**src/rtl/enc_pkg.sv**
```systemverilog
// enc_pkg
// Shared definitions for the encoder datapath blocks.
//   enc_state_t      : parity appender FSM states (S_Data, S_Parity)
//   MaxParityLength  : widest remainder the shared LFSR helper can handle
//   WordWidth        : width of one stream word (bits shifted per LFSR step)
//   lfsr_step16()    : advances a P-bit remainder register by one 16-bit word
package enc_pkg;

  typedef enum logic {
    S_Data   = 1'b0,
    S_Parity = 1'b1
  } enc_state_t;

  localparam int MaxParityLength = 256;
  localparam int WordWidth       = 16;

  // Runs the serial division recurrence once per data bit, MSB of the word
  // first. The vectors are carried at MaxParityLength so one function serves
  // every remainder length; p selects the active low bits, and everything
  // above p-1 is masked off after each step so the x^P term never leaks in.
  function automatic logic [MaxParityLength-1:0] lfsr_step16(
    input logic [MaxParityLength-1:0] r,
    input logic [WordWidth-1:0]       d,
    input logic [MaxParityLength-1:0] poly,
    input int                         p
  );
    logic [MaxParityLength-1:0] acc;
    logic [MaxParityLength-1:0] mask;
    logic                       fb;
    mask = {MaxParityLength{1'b1}} >> (MaxParityLength - p);
    acc  = r & mask;
    for (int i = WordWidth - 1; i >= 0; i--) begin
      fb  = d[i] ^ acc[p-1];
      acc = ((acc << 1) ^ (fb ? (poly & mask) : '0)) & mask;
    end
    return acc;
  endfunction

endpackage

```
**src/rtl/enc_parity_lfsr16.sv**
```systemverilog
// enc_parity_lfsr16
// Combinational next-remainder network: folds one 16-bit word into the
// running remainder of M(x)*x^P mod g(x), bit 15 first.
//   remainder      in  P   current remainder register
//   data           in  16  word being absorbed
//   next_remainder out P   remainder after absorbing the word
module enc_parity_lfsr16
  import enc_pkg::*;
#(
  parameter int                      ParityLength = 64,
  parameter logic [ParityLength-1:0] GenPoly      = 64'h42F0E1EBA9EA3693
) (
  input  logic [ParityLength-1:0] remainder,
  input  logic [WordWidth-1:0]    data,
  output logic [ParityLength-1:0] next_remainder
);

  // The helper works at the package's maximum width; the result is narrowed
  // back to the configured remainder length.
  assign next_remainder = ParityLength'(lfsr_step16(MaxParityLength'(remainder), data,
                                                    MaxParityLength'(GenPoly),
                                                    ParityLength));

endmodule

```
**src/rtl/enc_parity_appender16.sv**
```systemverilog
// enc_parity_appender16
// Systematic cyclic-code parity generator. Data words pass straight through
// a single output register slice while the remainder of M(x)*x^P mod g(x)
// accumulates; after the frame's last data word, P/16 parity words are
// appended MSB first and the final one is flagged as frame last.
//   iClock         in  1   clock
//   iReset         in  1   synchronous active-high reset
//   iSrcDataValid  in  1   upstream word valid
//   iSrcDataLast   in  1   last data word of the frame
//   iSrcData       in  16  data word, bit 15 is the first polynomial bit
//   oSrcReady      out 1   word accepted this cycle (combinational from iDstReady)
//   oDstDataValid  out 1   output word valid
//   oDstDataLast   out 1   last parity word of the frame
//   oDstParity     out 1   output word is parity
//   oDstData       out 16  output word
//   iDstReady      in  1   downstream accepts the output word
module enc_parity_appender16
  import enc_pkg::*;
#(
  parameter int                      DataWidth    = 16,
  parameter int                      ParityLength = 64,
  parameter logic [ParityLength-1:0] GenPoly      = 64'h42F0E1EBA9EA3693
) (
  input  logic                 iClock,
  input  logic                 iReset,
  input  logic                 iSrcDataValid,
  input  logic                 iSrcDataLast,
  input  logic [DataWidth-1:0] iSrcData,
  output logic                 oSrcReady,
  output logic                 oDstDataValid,
  output logic                 oDstDataLast,
  output logic                 oDstParity,
  output logic [DataWidth-1:0] oDstData,
  input  logic                 iDstReady
);

  localparam int NumParityWords = ParityLength / DataWidth;
  localparam int CntWidth       = (NumParityWords > 1) ? $clog2(NumParityWords) : 1;
  localparam logic [CntWidth-1:0] LastCnt = CntWidth'(NumParityWords - 1);

  enc_state_t state, state_next;

  logic [ParityLength-1:0] lfsr, lfsr_next, lfsr_updated;
  logic [ParityLength-1:0] parity_sr, parity_sr_next;
  logic [CntWidth-1:0]     parity_cnt, parity_cnt_next;

  logic [DataWidth-1:0] out_data, out_data_next;
  logic                 out_valid, out_valid_next;
  logic                 out_last, out_last_next;
  logic                 out_parity, out_parity_next;

  logic slice_free;
  logic src_ready;
  logic accept;
  logic final_parity;

  // The slice can take a new word when it is empty or its current word is
  // leaving this cycle; upstream is only offered that slot in the data phase.
  assign slice_free   = !out_valid || iDstReady;
  assign src_ready    = (state == S_Data) && slice_free;
  assign accept       = iSrcDataValid && src_ready;
  assign final_parity = (parity_cnt == LastCnt);

  enc_parity_lfsr16 #(
    .ParityLength (ParityLength),
    .GenPoly      (GenPoly)
  ) u_lfsr (
    .remainder      (lfsr),
    .data           (iSrcData),
    .next_remainder (lfsr_updated)
  );

  // State and datapath registers. Reset discards any partial frame: the
  // remainder, the pending parity and the output slice all return to zero.
  always_ff @(posedge iClock) begin
    if (iReset) begin
      state      <= S_Data;
      lfsr       <= '0;
      parity_sr  <= '0;
      parity_cnt <= '0;
      out_data   <= '0;
      out_valid  <= 1'b0;
      out_last   <= 1'b0;
      out_parity <= 1'b0;
    end else begin
      state      <= state_next;
      lfsr       <= lfsr_next;
      parity_sr  <= parity_sr_next;
      parity_cnt <= parity_cnt_next;
      out_data   <= out_data_next;
      out_valid  <= out_valid_next;
      out_last   <= out_last_next;
      out_parity <= out_parity_next;
    end
  end

  // Next-state and datapath decisions. Everything holds by default, which is
  // what makes back-pressure freeze the block exactly; a free slice with
  // nothing new to load simply goes invalid.
  always_comb begin
    state_next      = state;
    lfsr_next       = lfsr;
    parity_sr_next  = parity_sr;
    parity_cnt_next = parity_cnt;
    out_data_next   = out_data;
    out_valid_next  = out_valid;
    out_last_next   = out_last;
    out_parity_next = out_parity;

    if (slice_free) begin
      out_valid_next  = 1'b0;
      out_last_next   = 1'b0;
      out_parity_next = 1'b0;
    end

    case (state)
      S_Data: begin
        if (accept) begin
          out_data_next   = iSrcData;
          out_valid_next  = 1'b1;
          out_last_next   = 1'b0;
          out_parity_next = 1'b0;
          lfsr_next       = lfsr_updated;
          // The remainder including the last word becomes the parity to
          // emit; the accumulator restarts clean for the next frame.
          if (iSrcDataLast) begin
            parity_sr_next  = lfsr_updated;
            lfsr_next       = '0;
            parity_cnt_next = '0;
            state_next      = S_Parity;
          end
        end
      end

      S_Parity: begin
        if (slice_free) begin
          out_data_next   = parity_sr[ParityLength-1 -: DataWidth];
          out_valid_next  = 1'b1;
          out_parity_next = 1'b1;
          out_last_next   = final_parity;
          parity_sr_next  = parity_sr << DataWidth;
          parity_cnt_next = parity_cnt + 1'b1;
          if (final_parity) begin
            state_next = S_Data;
          end
        end
      end

      default: begin
        state_next = S_Data;
      end
    endcase
  end

  assign oSrcReady     = src_ready;
  assign oDstDataValid = out_valid;
  assign oDstDataLast  = out_last;
  assign oDstParity    = out_parity;
  assign oDstData      = out_data;

endmodule
```
**config.mk**
```make
export PLATFORM = sky130hd
export DESIGN_NAME = enc_parity_appender16
export DESIGN_NICKNAME = d
export VERILOG_FILES = /design/src/rtl/enc_pkg.sv /design/src/rtl/enc_parity_lfsr16.sv /design/src/rtl/enc_parity_appender16.sv
export SDC_FILE = /design/constraint.sdc
export NUM_CORES = 1
export LEC_CHECK = 0
export BUFFER_PORTS_ARGS = -buffer_cell sky130_fd_sc_hd__buf_2
export CORE_MARGIN = 2
export CORE_UTILIZATION = 55
export CTS_BUF_LIST = sky130_fd_sc_hd__clkbuf_8
export CTS_CLUSTER_DIAMETER = 100
export CTS_CLUSTER_SIZE = 16
export DETAILED_ROUTE_END_ITERATION = 8
export PLACE_DENSITY = 0.8
export SLEW_MARGIN = 20
export SYNTH_ARGS = -nofsm -noshare
export SYNTH_HDL_FRONTEND = slang
export SYNTH_SLANG_ARGS = --single-unit
```
**constraint.sdc**
```tcl
create_clock -name iClock -period 11.6 [get_ports iClock]
set_clock_uncertainty 0.2 [all_clocks]
set_input_delay 2.32 -clock iClock [delete_from_list [all_inputs] [get_ports iClock]]
set_output_delay 2.32 -clock iClock [all_outputs]
set_load 0.02 [all_outputs]
```
==> reports/qor.csv, run 1 <==
stage;metric;value;unit
synthesis;synthFlopType;dfxtp_1;
synthesis;ys_async_sr_fraction;0;%
status;run_status;finished clean;
min_path;min_from;parity_sr[13];
setup_path;cp_slowest_stage_delay;540;ps
setup_path;cp_max_fo;7;
setup_path;path_cells;buf_2, nor2b_1, nor2_1, buf_2;
clock_tree;cts_tree;done;
floorplan;rows;46;
clock_tree;h-tree-depth;4;
setup_path;cp.arrival;3360;ps
drt;drc_errors;0;
clock_tree;cts-buffers-inserted;17;
timing;setup_viol;0;
synthesis;synth_warnings;0;
setup_path;required;9080;ps
drt;final_antenna_net_count;0;
setup_path;slowest_stage;nor2b_1;
clock_tree;cts_resized;0;
synthesis;syn-num-nets;930;
place;io_buffers;40;
setup_path;cp_common_cell;buf_2;
timing;fmax;0.170;GHz
grt;grt-ovfl-total;0;
drt;vias;6714;
floorplan;io_pins;41;
synthesis;synth.cells.most_frequent;xnor2_1 (212), dfxtp_1 (150), nor2_1 (83);
setup_path;crit_path_start_kind;primary input;
grt;grt_max_degree;69;
timing;rsz0062_at_grt;false;
clock_tree;clk_path_buf_depth;2;
grt;first_global_vias;6078;
grt;grt_use_total;28.2;%
clock_tree;ctsHoldBuffers;0;
place;gp_congestion;0.993;
synthesis;synth_edf_count;0;
drt;routed_wl;23.3;mm
job;drv_cap;0;
synthesis;synth_area;8760;µm²
floorplan;start_util;55.7;%
floorplan;die_x;130;µm
setup_path;r2r_cells;8;
clock_tree;post_cts_buffers;0;
drt;drt_iter0_markers;621;
setup_path;path_class;in -> out;
clock_tree;cts-root-buf;clkbuf_8;
timing;final.min_clock_period;5880;ps
cells_and_area;n_antenna_cell;0;
synthesis;ys_top_cells_by_area;dfxtp_1 (34%), xnor2_1 (21%), xnor3_1 (5.7%);
synthesis;synth_top_area_share;34.3;%
drt;drt-vias-per-instance;5.83;
floorplan;die_h;130;µm
min_path;hp-class;reg -> reg;
timing;worst_slack;5720;ps
cells_and_area;drive_gt1_share;12.0;%
setup_path;endpoint_kind;output port;
synthesis;ys_seq_elements;150;
cells_and_area;fin_util;60.9;%
setup_path;crit_path_start;iDstReady;
grt;grt_antenna_before_repair;0;
min_path;whs_path_depth;2;
place;placed_area;9130;µm²
drt;wl_per_cell;20.2;µm
timing;fin_crit_sh;50.7;%
timing;relSlewSlack;33.1;%
timing;setup-tns-final;0;ps
cells_and_area;layout.nets;945;
synthesis;avgSynthCellArea;9.65;µm²
cells_and_area;area_growth;9.23;%
clock_tree;clk_pin_slew;70;ps
synthesis;yosys.area.top_type;dfxtp_1;
synthesis;synth_most_common_cell;xnor2_1;
floorplan;core;15700;µm²
clock_tree;clk_latency;490;ps
floorplan;die_area;17000;µm²
timing;worst_pin_slew;996;ps
synthesis;yosysSeqAreaShare;34.3;%
place;pre_cts_slack;5370;ps
synthesis;synth.distinct_cells;48;
place;dp_hpwl;16.7;mm
setup_path;r2r-start;lfsr[63];
synthesis;syn_inst;908;
drt;first_pass_iters;5;
clock_tree;clock_sinks;150;
timing;drv_slew;0;
cells_and_area;finish.instance_area;9570;µm²
grt;grt_pass1_wl;35.3;mm
timing;hold_violations;0;
[cells by family (layout without fill, tap and decap cells)]
logic type,Yosys count,count (layout),synth area share [%]
xor+xnor,298,298,36.0
compound gates,200,200,15.0
simple gates,164,164,7.67
flops,150,150,34.3
buf+inv,57,85,2.59
mux,38,38,4.34
fa+ha+maj,1,1,0.143
[path summary, 6_finish.rpt]
path / to / slack, ps
min: parity_sr[13] / 250
min reg2reg: parity_sr[13] / 250
max: oSrcReady / 5720
max reg2reg: parity_sr[33] / 7380
[worst max-delay path, delay by kind of cell]
family / cells / cell delay [ps]
AND/OR/NAND/NOR: 2 / 720
buffers and inverters: 2 / 310
[registers in the layout, indices dropped and copies added, names as in the netlist, named ones only]
name           cells
oDstDataValid      1
parity_sr         64
state              1
oDstParity         1
oDstData          16
parity_cnt         2
lfsr              64
[area by class of cell]
class	count	area [µm²]
Clock buffer	19	262
Clock inverter	13	170
Fill cell	1328	6140
Inverter	1	3.75
Multi-Input combinational cell	701	5570
Sequential cell	150	3010
Tap cell	216	270
Timing Repair Buffer	52	290
[layer usage]
layer	part of all wire, %	vias to the layer above	track usage (%)
met1	44	3250	38.5
li1	-	3153	-
met3	7.5	43	6.56
met5	0	-	0
met2	46	268	43.9
met4	2.4	0	10.1
[placed cells by master (no fill, tap or decap), types with 8 or more instances in the layout]
master | Yosys | routed
nand2_1 | 55 | 55
o211a_1 | 16 | 16
a211oi_1 | 29 | 29
dfxtp_1 | 150 | 149
mux2i_1 | 38 | 38
buf_4 | 1 | 12
a22oi_1 | 41 | 41
xnor2_2 | 7 | 8
clkbuf_8 | 0 | 19
nor3_1 | 9 | 9
buf_2 | 1 | 40
xor2_1 | 44 | 44
xnor2_1 | 212 | 211
xnor3_1 | 22 | 22
o21ai_0 | 60 | 60
nor2_1 | 83 | 80
a21oi_1 | 29 | 28
[per-stage QoR]
step,hold slack (ps),instances
after floorplan,232,908
after detailed placement,244,1120
after global routing,267,1152
after CTS,254,1152
after global placement,239,1120
final,254,1152
Power of run 1 is not shown: default switching activity piles up to over one toggle a cycle in this logic, so the estimate is an artifact.
==> run 2, diff against run 1 <==
--- a/config.mk
+++ b/config.mk
@@ -5,6 +5,7 @@
 export SDC_FILE = /design/constraint.sdc
 export NUM_CORES = 1
 export LEC_CHECK = 0
+export ABC_AREA = 1
 export BUFFER_PORTS_ARGS = -buffer_cell sky130_fd_sc_hd__buf_2
 export CORE_MARGIN = 2
 export CORE_UTILIZATION = 55
@@ -12,7 +13,7 @@
 export CTS_CLUSTER_DIAMETER = 100
 export CTS_CLUSTER_SIZE = 16
 export DETAILED_ROUTE_END_ITERATION = 8
-export PLACE_DENSITY = 0.8
+export PLACE_DENSITY = 0.79
 export SLEW_MARGIN = 20
 export SYNTH_ARGS = -nofsm -noshare
 export SYNTH_HDL_FRONTEND = slang
==> constraint.sdc (replaced) <==
create_clock -name iClock -period 5.9 [get_ports iClock]
set_clock_uncertainty 0.2 [all_clocks]
set_input_delay 1.18 -clock iClock [delete_from_list [all_inputs] [get_ports iClock]]
set_output_delay 1.18 -clock iClock [all_outputs]
set_load 0.02 [all_outputs]
==> run 2 against run 1 <==
Effect of this change:
- core utilization shrank 0.66 points
- final area increased by 18%
- wire length up 49%
- global-route usage grew 6.7 points
- non-clock buffer count increased by 5
- register-to-register slack got worse by 5600 ps
- synthesized cell count increased by 70%
- via count grew 49%
- sequential share of layout area fell by 4.8 points
- flip-flop and latch count stayed put
- critical path type is now in -> reg
==> reports/qor.csv, run 2 <==
stage;metric;value;unit
status;run_status;finished clean;
cells_and_area;area_growth;7.11;%
setup_path;required;6040;ps
floorplan;die_area;20200;µm²
timing;fmax;0.218;GHz
synthesis;syn_inst;1542;
clock_tree;cts-root-buf;clkbuf_8;
synthesis;ys_seq_elements;150;
clock_tree;cts_tree;done;
cells_and_area;mostFrequentLayoutCell;nand2_1;
synthesis;synth-compound-area-share;9.91;%
cells_and_area;layout.nets;1568;
synthesis;synth_most_common_cell;nand2_1;
grt;grtUsageMet2;54.7;%
setup_path;r2r_cells;21;
grt;grt_pass1_wl;52.9;mm
floorplan;rows;50;
setup_path;endpoint_kind;register;
floorplan;core;18700;µm²
timing;worst_pin_slew;956;ps
drt;drt_iter0_markers;1151;
grt;grt_max_degree;87;
setup_path;cp_max_fo;21;
clock_tree;clk_path_buf_depth;2;
grt;grt-ovfl-total;0;
floorplan;die_h;142;µm
floorplan;die_x;142;µm
synthesis;synth_edf_count;0;
clock_tree;post_cts_buffers;0;
synthesis;ys_top_cells_by_area;dfxtp_1 (29%), nand2_1 (19%), xor2_1 (14%);
synthesis;synth_fa_ha_area_share;0.119;%
cells_and_area;n_fill_cell;1847;
cells_and_area;n_antenna_cell;0;
cells_and_area;fin_cells;1793;
timing;final.min_clock_period;4590;ps
drt;routed_wl;34.7;mm
synthesis;synth_area;10500;µm²
drt;wl_per_cell;19.4;µm
cells_and_area;drive_gt1_share;12.4;%
synthesis;synth_top_family_by_area;simple AND/OR/NAND/NOR gates;
min_path;whs_path_depth;2;
setup_path;path_class;in -> reg;
grt;grt_antenna_before_repair;0;
timing;setup-tns-final;0;ps
timing;fin_crit_sh;77.8;%
job;drv_cap;0;
synthesis;avgSynthCellArea;6.82;µm²
synthesis;synth_top_area_share;28.5;%
grt;grt.met1_usage;45.4;%
synthesis;yosys.area.top_type;dfxtp_1;
synthesis;synthFlopType;dfxtp_1;
timing;rsz0062_at_grt;false;
timing;worst_slack;1310;ps
synthesis;syn-num-nets;1564;
setup_path;crit_path_start_kind;primary input;
synthesis;yosys.area_share.simple;32.7;%
synthesis;yosys-mux-area-fraction;0;%
place;dp_hpwl;25.3;mm
synthesis;synth_xor_xnor_area_share;22.6;%
setup_path;cp.arrival;4730;ps
synthesis;synth.distinct_cells;37;
synthesis;synth.cells.most_frequent;nand2_1 (519), xor2_1 (170), dfxtp_1 (150);
synthesis;synth_warnings;0;
clock_tree;clk_latency;480;ps
grt;first_global_vias;9307;
clock_tree;clock_sinks;150;
grt;grtUsageMet3;6.39;%
place;pre_cts_slack;918;ps
clock_tree;clk_pin_slew;100;ps
timing;relSlewSlack;36.2;%
timing;hold_violations;0;
synthesis;yosysSeqAreaShare;28.5;%
floorplan;io_pins;41;
cells_and_area;final_cell_mix;nand2_1 (518), xor2_1 (170), dfxtp_1 (150);
drt;vias;10028;
place;gp_congestion;1.01;
min_path;hp-class;reg -> reg;
drt;first_pass_iters;7;
clock_tree;h-tree-depth;4;
timing;setup_viol;0;
clock_tree;cts-buffers-inserted;17;
place;io_buffers;40;
clock_tree;cts_resized;0;
timing;drv_slew;0;
place;dp.cells;1761;
drt;drc_errors;0;
synthesis;ys_async_sr_fraction;0;%
floorplan;start_util;56.2;%
grt;top_usage_layer;met2;
grt;grt_use_total;34.9;%
drt;final_antenna_net_count;0;
drt;drt-vias-per-instance;5.59;
clock_tree;ctsHoldBuffers;0;
-- run 2: cell types whose count changed after synthesis, sizes merged, moves of 24 or more --
cell    previous run  this run
a21oi             29       133
a22oi             41         0
xnor2            221        62
nand2             55       569
xnor3             26         2
mux2i             38         0
a211oi            29         1
xor2              48       183
inv                1        79
nand3              4       104
-- run 2: final cells by class --
type                       instances  area, µm²  share of cell area, %
clock inverter                    15        215                   1.91
multi-input combinational       1240       6880                   61.1
timing repair buffer              57        330                   2.93
sequential                       150       3000                   26.7
tap                              234        293                   2.60
inverter                          80        313                   2.78
clock buffer                      17        234                   2.08
-- run 2: cells by family (layout without fill, tap and decap cells) --
logic type,count (synthesis),after routing
AO/OA/AOI/OAI,201,201
flip-flops,150,150
adder cells (fa/ha/maj),1,1
buffers and inverters,152,169
XOR/XNOR,247,247
AND/OR/NAND/NOR,791,791
-- run 2: routing by layer --
layer	wire length [µm]	part of all wire, %
met5	0	0
met3	3150	9.1
met1	14100	41
met4	2010	5.8
met2	15400	44
-- run 2: worst paths after layout --
| path | start | end | slack [ps] |
|---|---|---|---|
| worst max register to register | lfsr[63] | lfsr[13] | 1770 |
| worst min-delay path | parity_sr[28] | parity_sr[28] | 270 |
| worst max-delay path | iSrcData[15] | lfsr[13] | 1310 |
| worst min register to register | parity_sr[28] | parity_sr[28] | 270 |
-- run 2: through the flow --
step / area (µm²) / hold WS [ps] / utilization (%)
final: 11300 / 269 / 60.2
after floorplan: 10500 / 233 / -
after global routing: 11300 / 285 / 60.2
after CTS: 11300 / 269 / 60.2
after detailed placement: 10800 / 255 / 57.8
after global placement: 10800 / 252 / 57.8
-- run 2: critical path: stages --
cell,delay [ps]
buf_2,130
inv_1,70
nand2_1,50
nand2_1,230
nand2_1,140
nand2_4,180
nand2_4,70
nand3_1,130
nand2_2,230
nand2_2,170
nand2_2,280
or2_2,410
nand2_4,100
inv_2,90
nand3_1,100
nand2_2,380
nand2_2,270
nand2_2,110
or2_1,230
nand3_1,70
a21oi_1,70
Power of run 2 is left out for the same reason.
==> run 3, diff against run 2 <==
==> constraint.sdc (replaced) <==
create_clock -name iClock -period 4.4 [get_ports iClock]
set_clock_uncertainty 0.2 [all_clocks]
set_input_delay 0.88 -clock iClock [delete_from_list [all_inputs] [get_ports iClock]]
set_output_delay 0.88 -clock iClock [all_outputs]
set_load 0.02 [all_outputs]
==> run 3 against run 2 <==
Effect of this change:
- core utilization up 0.87 points
- final area up 1.4%
- critical path depth unchanged
- sequential share of layout area down 0.38 points
==> reports/qor.csv, run 3 (synthesis results as in run 2) <==
stage;metric;value;unit
setup_path;slowest_stage;o21ai_0;
clock_tree;cts_resized;0;
timing;setup-tns-final;0;ps
setup_path;path_class;in -> reg;
floorplan;die_x;142;µm
drt;routed_wl;36.0;mm
setup_path;cp_common_cell;nand2_1;
setup_path;path_buf_inv;4;
setup_path;cp.arrival;3890;ps
clock_tree;cts-root-buf;clkbuf_8;
floorplan;io_pins;41;
timing;hold_violations;0;
grt;first_global_vias;9429;
setup_path;cp_slowest_stage_delay;390;ps
place;dp_hpwl;26.1;mm
grt;grt_pass1_wl;54.7;mm
place;placed_area;11000;µm²
drt;first_pass_iters;8;
setup_path;endpoint_kind;register;
min_path;hp-class;reg -> reg;
grt;grt_use_total;36.4;%
setup_path;cp_max_fo;11;
clock_tree;clk_path_buf_depth;2;
place;gp_congestion;1.07;
place;io_buffers;40;
clock_tree;clock_sinks;150;
floorplan;start_util;56.2;%
clock_tree;h-tree-depth;4;
timing;drv_slew;0;
cells_and_area;drive_gt1_share;13.5;%
cells_and_area;mostFrequentLayoutCell;nand2_1;
cells_and_area;n_antenna_cell;0;
floorplan;rows;50;
clock_tree;cts-buffers-inserted;17;
grt;grt_antenna_before_repair;1;
drt;drt_iter0_markers;1136;
grt;grt_max_degree;96;
timing;setup_viol;0;
cells_and_area;area_growth;8.66;%
cells_and_area;finish.instance_area;11400;µm²
timing;fmax;0.267;GHz
setup_path;crit_family;simple AND/OR/NAND/NOR gates;
timing;final.min_clock_period;3740;ps
drt;wl_per_cell;19.8;µm
timing;rsz0062_at_grt;false;
drt;vias;10302;
status;run_status;finished clean;
drt;drc_errors;0;
floorplan;die_area;20200;µm²
clock_tree;post_cts_buffers;0;
timing;fin_crit_sh;85.0;%
setup_path;crit_path_start_kind;primary input;
drt;drt-vias-per-instance;5.68;
floorplan;die_h;142;µm
setup_path;required;4550;ps
setup_path;path_cells;buf_2, inv_1, nand2_1, nand2_1, buf_4, nand2_1, nand2_1, inv_2, nand3_4, nand2_4, nand2_1, nand3_1, nand2_1, nand2_2, nand2_4, nand2_2, nand2_4, xor2_1, nor2_1, o21ai_0, a21oi_1;
floorplan;core;18700;µm²
clock_tree;clk_pin_slew;100;ps
clock_tree;ctsHoldBuffers;0;
cells_and_area;final_cell_mix;nand2_1 (518), xor2_1 (170), dfxtp_1 (150);
timing;relSlewSlack;33.5;%
clock_tree;clk_latency;490;ps
cells_and_area;layout.nets;1588;
timing;worst_pin_slew;997;ps
drt;final_antenna_net_count;0;
job;drv_cap;0;
clock_tree;cts_tree;done;
grt;grt-ovfl-total;0;
-- run 3: worst min-delay path, delay by kind of cell, from the launching register on --
kind / cells / cell delay [ps]
flip-flops: 1 / 320
AND/OR/NAND/NOR: 1 / 60
AO/OA/AOI/OAI: 1 / 50
-- run 3: area by class of cell --
type / instances / area (µm²)
clock buffers: 17 / 234
clock inverters: 15 / 203
fillers: 1756 / 7280
inverters: 80 / 313
multi-input cells: 1240 / 6880
flip-flops and latches: 150 / 3000
well taps: 234 / 293
repair buffers: 77 / 505
-- run 3: worst paths after layout --
kind	startpoint	to	slack (ps)	cells after the start
worst min-delay path	parity_sr[50]	parity_sr[50]	270	2
worst min register to register	parity_sr[50]	parity_sr[50]	270	2
worst max-delay path	iSrcData[15]	lfsr[48]	660	21
worst max register to register	lfsr[63]	lfsr[48]	830	20
-- run 3: metal layers --
metal	vias up	wire length [µm]	track usage, %
li1	4895	-	-
met1	4771	15000	47.7
met2	510	15400	55.5
met3	124	3630	9.62
met4	2	1970	18.2
met5	-	17	0
-- run 3: through the flow --
stage               setup slack, ps  instances  util, %  hold WS, ps
detailed placement              270       1781     58.8          256
global route                    383       1813     61.1          282
finish                          661       1813     61.1          271
CTS                             759       1813     61.1          272
global placement                286       1781     58.8          250
floorplan                      1110       1542        -          233
Power of run 3 is left out for the same reason.
